$ cat config.mk
export PLATFORM = sky130hd
export DESIGN_NAME = sdnet_to_mtpsa
export DESIGN_NICKNAME = d
export VERILOG_FILES = /design/src/rtl/sdnet_to_mtpsa.sv
export SDC_FILE = /design/constraint.sdc
export NUM_CORES = 2
export LEC_CHECK = 0
export ABC_AREA = 1
export CORE_AREA = 10 10 485 487
export CTS_CLUSTER_DIAMETER = 60
export DETAILED_ROUTE_END_ITERATION = 12
export DIE_AREA = 0 0 495 497
export HOLD_SLACK_MARGIN = 0.12
export SLEW_MARGIN = 20
export SYNTH_ARGS = -nofsm -noshare
export SYNTH_HDL_FRONTEND = slang
export SYNTH_SLANG_ARGS = --single-unit
$ cat constraint.sdc
create_clock -name axis_aclk -period 16.2 [get_ports axis_aclk]
set_input_delay 3.24 -clock axis_aclk [delete_from_list [all_inputs] [get_ports axis_aclk]]
set_output_delay 3.24 -clock axis_aclk [all_outputs]
set_load 0.01 [all_outputs]
$ cat src/rtl/sdnet_to_mtpsa.sv
// sdnet_to_mtpsa: egress adapter that queues the SDNet metadata/digest tuples
// and re-attaches them as m_axis_tuser on every beat of the matching packet.
// Optional statistics outputs are enabled by defining SDNET_TO_MTPSA_STATS_EN.
module sdnet_to_mtpsa #(
  parameter int C_AXIS_DATA_WIDTH    = 256,
  parameter int META_WIDTH           = 128,
  parameter int META_KEEP            = 48,
  parameter int DIGEST_WIDTH         = 256,
  parameter int C_M_AXIS_TUSER_WIDTH = 304,
  parameter int TUPLE_FIFO_DEPTH     = 4
) (
  input  logic                              axis_aclk,
  input  logic                              axis_resetn,
  input  logic [C_AXIS_DATA_WIDTH-1:0]      s_axis_tdata,
  input  logic [C_AXIS_DATA_WIDTH/8-1:0]    s_axis_tkeep,
  input  logic                              s_axis_tvalid,
  output logic                              s_axis_tready,
  input  logic                              s_axis_tlast,
  input  logic                              meta_tuple_valid,
  input  logic [META_WIDTH-1:0]             meta_tuple_data,
  input  logic                              digest_tuple_valid,
  input  logic [DIGEST_WIDTH-1:0]           digest_tuple_data,
  output logic [C_AXIS_DATA_WIDTH-1:0]      m_axis_tdata,
  output logic [C_AXIS_DATA_WIDTH/8-1:0]    m_axis_tkeep,
  output logic [C_M_AXIS_TUSER_WIDTH-1:0]   m_axis_tuser,
  output logic                              m_axis_tvalid,
  input  logic                              m_axis_tready,
  output logic                              m_axis_tlast,
  output logic                              tuple_overflow
`ifdef SDNET_TO_MTPSA_STATS_EN
  ,
  output logic [31:0]                       stat_pkt_count,
  output logic [15:0]                       stat_drop_count
`endif
);

  localparam int unsigned TUPLE_W = DIGEST_WIDTH + META_KEEP;
  localparam int unsigned PTR_W   = (TUPLE_FIFO_DEPTH > 1) ? $clog2(TUPLE_FIFO_DEPTH) : 1;
  localparam int unsigned CNT_W   = PTR_W + 1;

  typedef enum logic {
    SOP,
    BODY
  } state_t;

  state_t state, state_next;

  logic [TUPLE_W-1:0]      fifo_mem [TUPLE_FIFO_DEPTH];
  logic [PTR_W-1:0]        wr_ptr, rd_ptr;
  logic [CNT_W-1:0]        count;
  logic                    fifo_not_empty;
  logic [TUPLE_W-1:0]      fifo_head;
  logic [DIGEST_WIDTH-1:0] digest_sel;
  logic [TUPLE_W-1:0]      new_tuple;
  logic                    in_hs;
  logic                    pop;
  logic                    push_ok;
  logic                    drop;
  logic                    unused_meta;

  // Tuple formation and FIFO push/drop decision
  always_comb begin
    digest_sel     = digest_tuple_valid ? digest_tuple_data : '0;
    new_tuple      = {digest_sel, meta_tuple_data[META_KEEP-1:0]};
    fifo_not_empty = (count != '0);
    fifo_head      = fifo_mem[rd_ptr];
    push_ok        = meta_tuple_valid && ((count < CNT_W'(TUPLE_FIFO_DEPTH)) || pop);
    drop           = meta_tuple_valid && !push_ok;
    unused_meta    = ^meta_tuple_data[META_WIDTH-1:META_KEEP];
  end

  // Packet-boundary FSM, input ready and handshake decode
  always_comb begin
    state_next    = state;
    s_axis_tready = (!m_axis_tvalid || m_axis_tready) && ((state == BODY) || fifo_not_empty);
    in_hs         = s_axis_tvalid && s_axis_tready;
    pop           = in_hs && s_axis_tlast;
    case (state)
      SOP:     if (in_hs && !s_axis_tlast) state_next = BODY;
      BODY:    if (pop) state_next = SOP;
      default: state_next = SOP;
    endcase
  end

  // FSM state register
  always_ff @(posedge axis_aclk or negedge axis_resetn) begin
    if (!axis_resetn) state <= SOP;
    else              state <= state_next;
  end

  // Tuple storage; written only on an accepted push, read via rd_ptr next cycle onward
  always_ff @(posedge axis_aclk) begin
    if (push_ok) fifo_mem[wr_ptr] <= new_tuple;
  end

  // FIFO pointers, occupancy and overflow pulse
  always_ff @(posedge axis_aclk or negedge axis_resetn) begin
    if (!axis_resetn) begin
      wr_ptr         <= '0;
      rd_ptr         <= '0;
      count          <= '0;
      tuple_overflow <= 1'b0;
    end else begin
      tuple_overflow <= drop;
      if (push_ok) wr_ptr <= wr_ptr + PTR_W'(1);
      if (pop)     rd_ptr <= rd_ptr + PTR_W'(1);
      case ({push_ok, pop})
        2'b10:   count <= count + CNT_W'(1);
        2'b01:   count <= count - CNT_W'(1);
        default: count <= count;
      endcase
    end
  end

  // Registered output stage: load on input handshake, hold while stalled
  always_ff @(posedge axis_aclk or negedge axis_resetn) begin
    if (!axis_resetn) begin
      m_axis_tvalid <= 1'b0;
      m_axis_tdata  <= '0;
      m_axis_tkeep  <= '0;
      m_axis_tuser  <= '0;
      m_axis_tlast  <= 1'b0;
    end else if (in_hs) begin
      m_axis_tvalid <= 1'b1;
      m_axis_tdata  <= s_axis_tdata;
      m_axis_tkeep  <= s_axis_tkeep;
      m_axis_tuser  <= C_M_AXIS_TUSER_WIDTH'(fifo_head);
      m_axis_tlast  <= s_axis_tlast;
    end else if (m_axis_tready) begin
      m_axis_tvalid <= 1'b0;
    end
  end

`ifdef SDNET_TO_MTPSA_STATS_EN
  // Packet counter (wrapping) and drop counter (saturating)
  always_ff @(posedge axis_aclk or negedge axis_resetn) begin
    if (!axis_resetn) begin
      stat_pkt_count  <= '0;
      stat_drop_count <= '0;
    end else begin
      if (m_axis_tvalid && m_axis_tready && m_axis_tlast)
        stat_pkt_count <= stat_pkt_count + 32'd1;
      if (drop && (stat_drop_count != '1))
        stat_drop_count <= stat_drop_count + 16'd1;
    end
  end
`endif

endmodule

After elaboration in Yosys (flattened, before gate mapping)
Memory sizes are Yosys's and may differ from the RTL's. A register that Yosys moved wholly into a read port is not among the register bits.
Cells that the tools add are included.
Widths: inputs -> output; s select.
{ "op_classes": {"bitwise_logic": 1, "n_reduce_logical": 16, "mux": 9, "add_sub_neg": 4, "eq_ne": 2, "n_lt_le_gt_ge": 1} }
{ "ops": {"columns": ["operator", "count"], "rows": [
  ["$mux 256", 1],
  ["$logic_and 1x1->1", 6],
  ["$mux 1", 6],
  ["$pmux 3 s2", 1],
  ["$add 2x1->2 const B", 2],
  ["$logic_not 1->1", 4],
  ["$reduce_bool 2->1", 2],
  ["$add 3x1->3 const B", 1],
  ["$logic_or 1x1->1", 3],
  ["$lt 3x3->1 const B", 1],
  ["$reduce_bool 3->1", 1],
  ["$sub 3x1->3 const B", 1],
  ["$eq 2x1->1 const B", 1],
  ["$eq 2x2->1 const B", 1],
  ["$pmux 1 s2", 1],
  ["$not 1->1", 1]
]} }
{ "totals": {"mem_count": 1, "out_inout_bits": 596, "word_cells": 43, "ramBits": 1216, "ff_bits": 299} }
{ "memory_table": {"columns": ["memory", "depth", "width", "rd", "rd_ports_with_merged_regs", "write_ports", "line", "source"], "rows": [
  ["fifo_mem", 4, 304, 1, 1, 1, "48", "logic [TUPLE_W-1:0] fifo_mem [TUPLE_FIFO_DEPTH];"]
]} }

Longest topological paths before layout
{ "depth": {"word_depth": 9, "mapped_depth": 11} }

Worst setup path before layout
Ideal clock, no wire load.
{ "synth_timing": {"kind": "input -> register", "from": "in m_axis_tready", "to": "mem fifo_mem[0][0] (netlist bit), enable pin", "arrival_time_ns": 16.479, "path_stages": 6, "required_ns": 15.223, "path_slack_ns": -1.256, "cell_sequence": "inv_1 nand2_1 nand4_1 nand2_1 nand2_1 nor2_1"} }
{ "synth_via": {"elab_chain_cells": 8} }
{ "synth_rtl": {"columns": ["item", "line", "source"], "rows": [
  ["start, declared", "27", "input logic m_axis_tready,"],
  ["$logic_or 1x1->1", "75", "s_axis_tready = (!m_axis_tvalid || m_axis_tready) && ((state == BODY) || fifo_not_empty);"],
  ["$logic_and 1x1->1", "75", null],
  ["$logic_and 1x1->1", "76", "in_hs = s_axis_tvalid && s_axis_tready;"],
  ["$logic_and 1x1->1", "77", "pop = in_hs && s_axis_tlast;"],
  ["$logic_or 1x1->1", "67", "push_ok = meta_tuple_valid && ((count < CNT_W'(TUPLE_FIFO_DEPTH)) || pop);"],
  ["$logic_and 1x1->1", "67", null],
  ["$mux 1", "93", "if (push_ok) fifo_mem[wr_ptr] <= new_tuple;"],
  ["$mux 1 (not written as such)", "93", null],
  ["end, declared", "48", null]
]} }
Every way passes these cells.

Worst setup path after layout
{ "layout_timing": {"from": "in m_axis_tready", "to": "out s_axis_tready"} }
{ "layout_via": {"elab_chain_cells": 2} }
{ "layout_rtl": {"columns": ["item", "line", "source"], "rows": [
  ["$logic_or 1x1->1", "75", null],
  ["$logic_and 1x1->1", "75", null],
  ["end, declared", "17", "output logic s_axis_tready,"]
]} }
Every way passes these cells.

==> impl_metrics.yaml <==
logic_synthesis:
  yosysMostFrequentCell: "nand2_1"
  netlist.area_leader.share: 0.522
  synth_simple_gate_area_frac: 0.143
  synth_adder_area_share: 0.00118
  syn-num-nets: 6729
  syn-instance-count: 6044
  synth_area_um2: 70000
  seq_area_frac_synth: 0.738
  synth_area_leader_cell: "edfxtp_1"
  synth.distinct_cells: 24
  synth_xor_area_frac: 0.000376
  syn_area_per_cell_um2: 11.6
  synth-seq-cells: 1819
  yosysWarnings: 0
  synth-edff-count: 1216
  async_reset_ff_frac: 0.332
  ys.flop_type: "edfxtp_1"
  synth_top_family_by_area: "simple AND/OR/NAND/NOR gates"
  yosys-top-cells-count: "2046 x nand2_1, 1216 x edfxtp_1, 615 x nor2_1"
  synthMuxAreaShare: 0
  synth_compound_area_frac: 0.0711
  synth_area_leaders: "edfxtp_1 52%, dfrtp_1 22%, nand2_1 11%, o21ai_0 3.4%, nor2_1 3.3%"
global_route:
  use_met3: 0.0471
  track_usage: 0.193
  grtUsageMet2: 0.336
  grt_pass1_vias: 48100
  grt_overflow: 0
  antenna_found_initial: 116
  grt_pass1_wl_um: 351000
  grt_max_degree: 297
  grt.met1_usage: 0.222
  busiest_layer: "met2"
clock_network:
  h-tree-depth: 4
  clock_tree.buffer_depth: 3
  cts_tree: "yes"
  clk_transition_reported_paths_ns: 0.06
  cts-root-buf: "clkbuf_16"
  post-cts-setup-buffers: 0
  postCtsHoldBufs: 0
  clkLatencyLatePin_ns: 0.86
  post_cts_resized: 0
  cts_buffers: 196
  clock-sinks: 1819
timing:
  maxSlewViolCount: 0
  tns_ns: 0
  min_period_over_period: 0.483
  rsz0062_at_grt: "false"
  min_period_ns: 7.83
  relSlewSlack: 0.224
  finalClockSkew_ns: 0.0437
  worstMarginPinSlew_ns: 1.16
  hold_viol: 0
  setup_viol: 0
  fmax_mhz: 128
floorplan:
  core_um2: 226000
  io_pins: 1275
  die_area_um2: 246000
  rows: 175
  start_util: 0.310
  fp.dieH_um: 497
  die_w_um: 495
cells_and_area:
  drive_gt1_frac: 0.0511
  area_growth_pct: 30.0
  nets: 7813
  final.fill_count: 21400
setup_path:
  rr_worst_depth: 9
  reg2reg_from: "count[2]"
  arrival_ns: 4.59
  worst_ep_required_time_ns: 12.96
  path_class: "in2out"
  cp-start-kind: "input pin"
  crit_fanout: 4
  endpoint_kind: "output pin"
  crit_start: "m_axis_tready"
drt:
  num_vias: 49400
  finalWirelength_um: 248000
  route.detailed.drc: 0
  drt_iter0_drc: 3659
  antenna_left: 0
  wl_per_cell_um: 24.0
  viasPerCell: 4.77
  dr.pass1.iters: 5
status:
  status: "finished clean"
power:
  power_leakage_nw: 36.9
  total_power_mw: 16.3
  peakVddDrop_v: 0.000176
  power-per-cell-area_nw_per_um2: 179
run:
  maxCapViolCount: 0
min_path:
  hp-class: "reg2reg"
  holdPathStages: 2
  hp-start: "m_axis_tdata[43]"
placed_design:
  dp_hpwl_um: 166000
  io_buffers: 1194
  gp_congestion: 0.877
[state kept, by name, indices dropped and copies added (netlist names), named ones only]
register / count
m_axis_tdata: 256
m_axis_tkeep: 32
wr_ptr: 2
tuple_overflow: 1
rd_ptr: 2
count: 3
fifo_mem: 1216
m_axis_tvalid: 1
m_axis_tuser: 304
m_axis_tlast: 1
[worst paths after layout]
check,slack [ns],end
min in group asynchronous,2.29,m_axis_tdata[22]
worst min register to register,0.48,m_axis_tdata[43]
worst min-delay path,0.48,m_axis_tdata[43]
worst max register to register,11.21,m_axis_tuser[36]
worst max-delay path,8.37,s_axis_tready
max in group asynchronous,10.94,m_axis_tkeep[7]
[critical path: stages]
cell and delay (ns):
clkdlybuf4s50_1 0.46, inv_1 0.04, nand2_1 0.16, nand2_1 0.08
inv_1 0.06, clkdlybuf4s50_1 0.55
[metrics by stage]
stage	setup WS (ns)	area [um^2]	hold slack, ns	util	cells
5_1_grt	8.32	90900	0.494	0.402	10400
3_5_place_dp	8.01	84100	0.464	0.372	9939
6_report	8.37	90900	0.476	0.402	10400
4_1_cts	8.38	90800	0.480	0.402	10300
2_1_floorplan	-1.26	70000	0.465	-	6044
3_3_place_gp	8.05	84100	0.460	0.372	9939
[per-layer routing]
metal / up-vias / wire length [um]
met3: 463 / 18200
met2: 1854 / 126000
met4: 16 / 11400
li1: 22500 / -
met1: 24500 / 92900
met5: - / 99
[report_power, final]
group | leakage (nW) | total [mW] | switching, mW | internal [mW]
registers | 18.7 | 6.61 | 0.530 | 6.08
clock network | 3.22 | 4.57 | 1.93 | 2.64
logic | 15.0 | 5.11 | 3.16 | 1.95
total | 36.9 | 16.3 | 5.61 | 10.7
[cells by family after synthesis]
kind of cell             count (synthesis)
AO/OA/AOI/OAI                          917
XOR/XNOR                                 3
AND/OR/NAND/NOR                       2666
flip-flops                            1819
adder cells (fa/ha/maj)                  6
buffers and inverters                  633
[layout make-up]
type | instances | area [um^2] | share of cell area
diodes | 52 | 130 | 0.00143
flip-flops and latches | 1819 | 51600 | 0.568
multi-input cells | 3592 | 15100 | 0.166
well taps | 3009 | 3760 | 0.0414
inverters | 272 | 1080 | 0.0119
repair buffers | 1247 | 12500 | 0.138
clock inverters | 104 | 1240 | 0.0136
clock buffers | 266 | 5440 | 0.0598
[layout by cell type (no fill, tap or decap), types with 16 or more instances in the layout]
cell / Yosys / final
nand2_1: 2046 / 2046
edfxtp_1: 1216 / 1216
clkdlybuf4s50_1: 0 / 1192
nor2_1: 615 / 611
dfrtp_1: 603 / 601
o21ai_0: 479 / 479
o22ai_1: 304 / 304
inv_1: 269 / 269
clkbuf_16: 0 / 199
o21ai_1: 132 / 132
diode_2: 0 / 52
clkbuf_1: 98 / 46
buf_4: 42 / 39
clkinv_2: 0 / 29
clkbuf_8: 0 / 21
bufinv_16: 0 / 16
clkinv_1: 0 / 16
No activity file was read; power rests on OpenSTA's default activity.
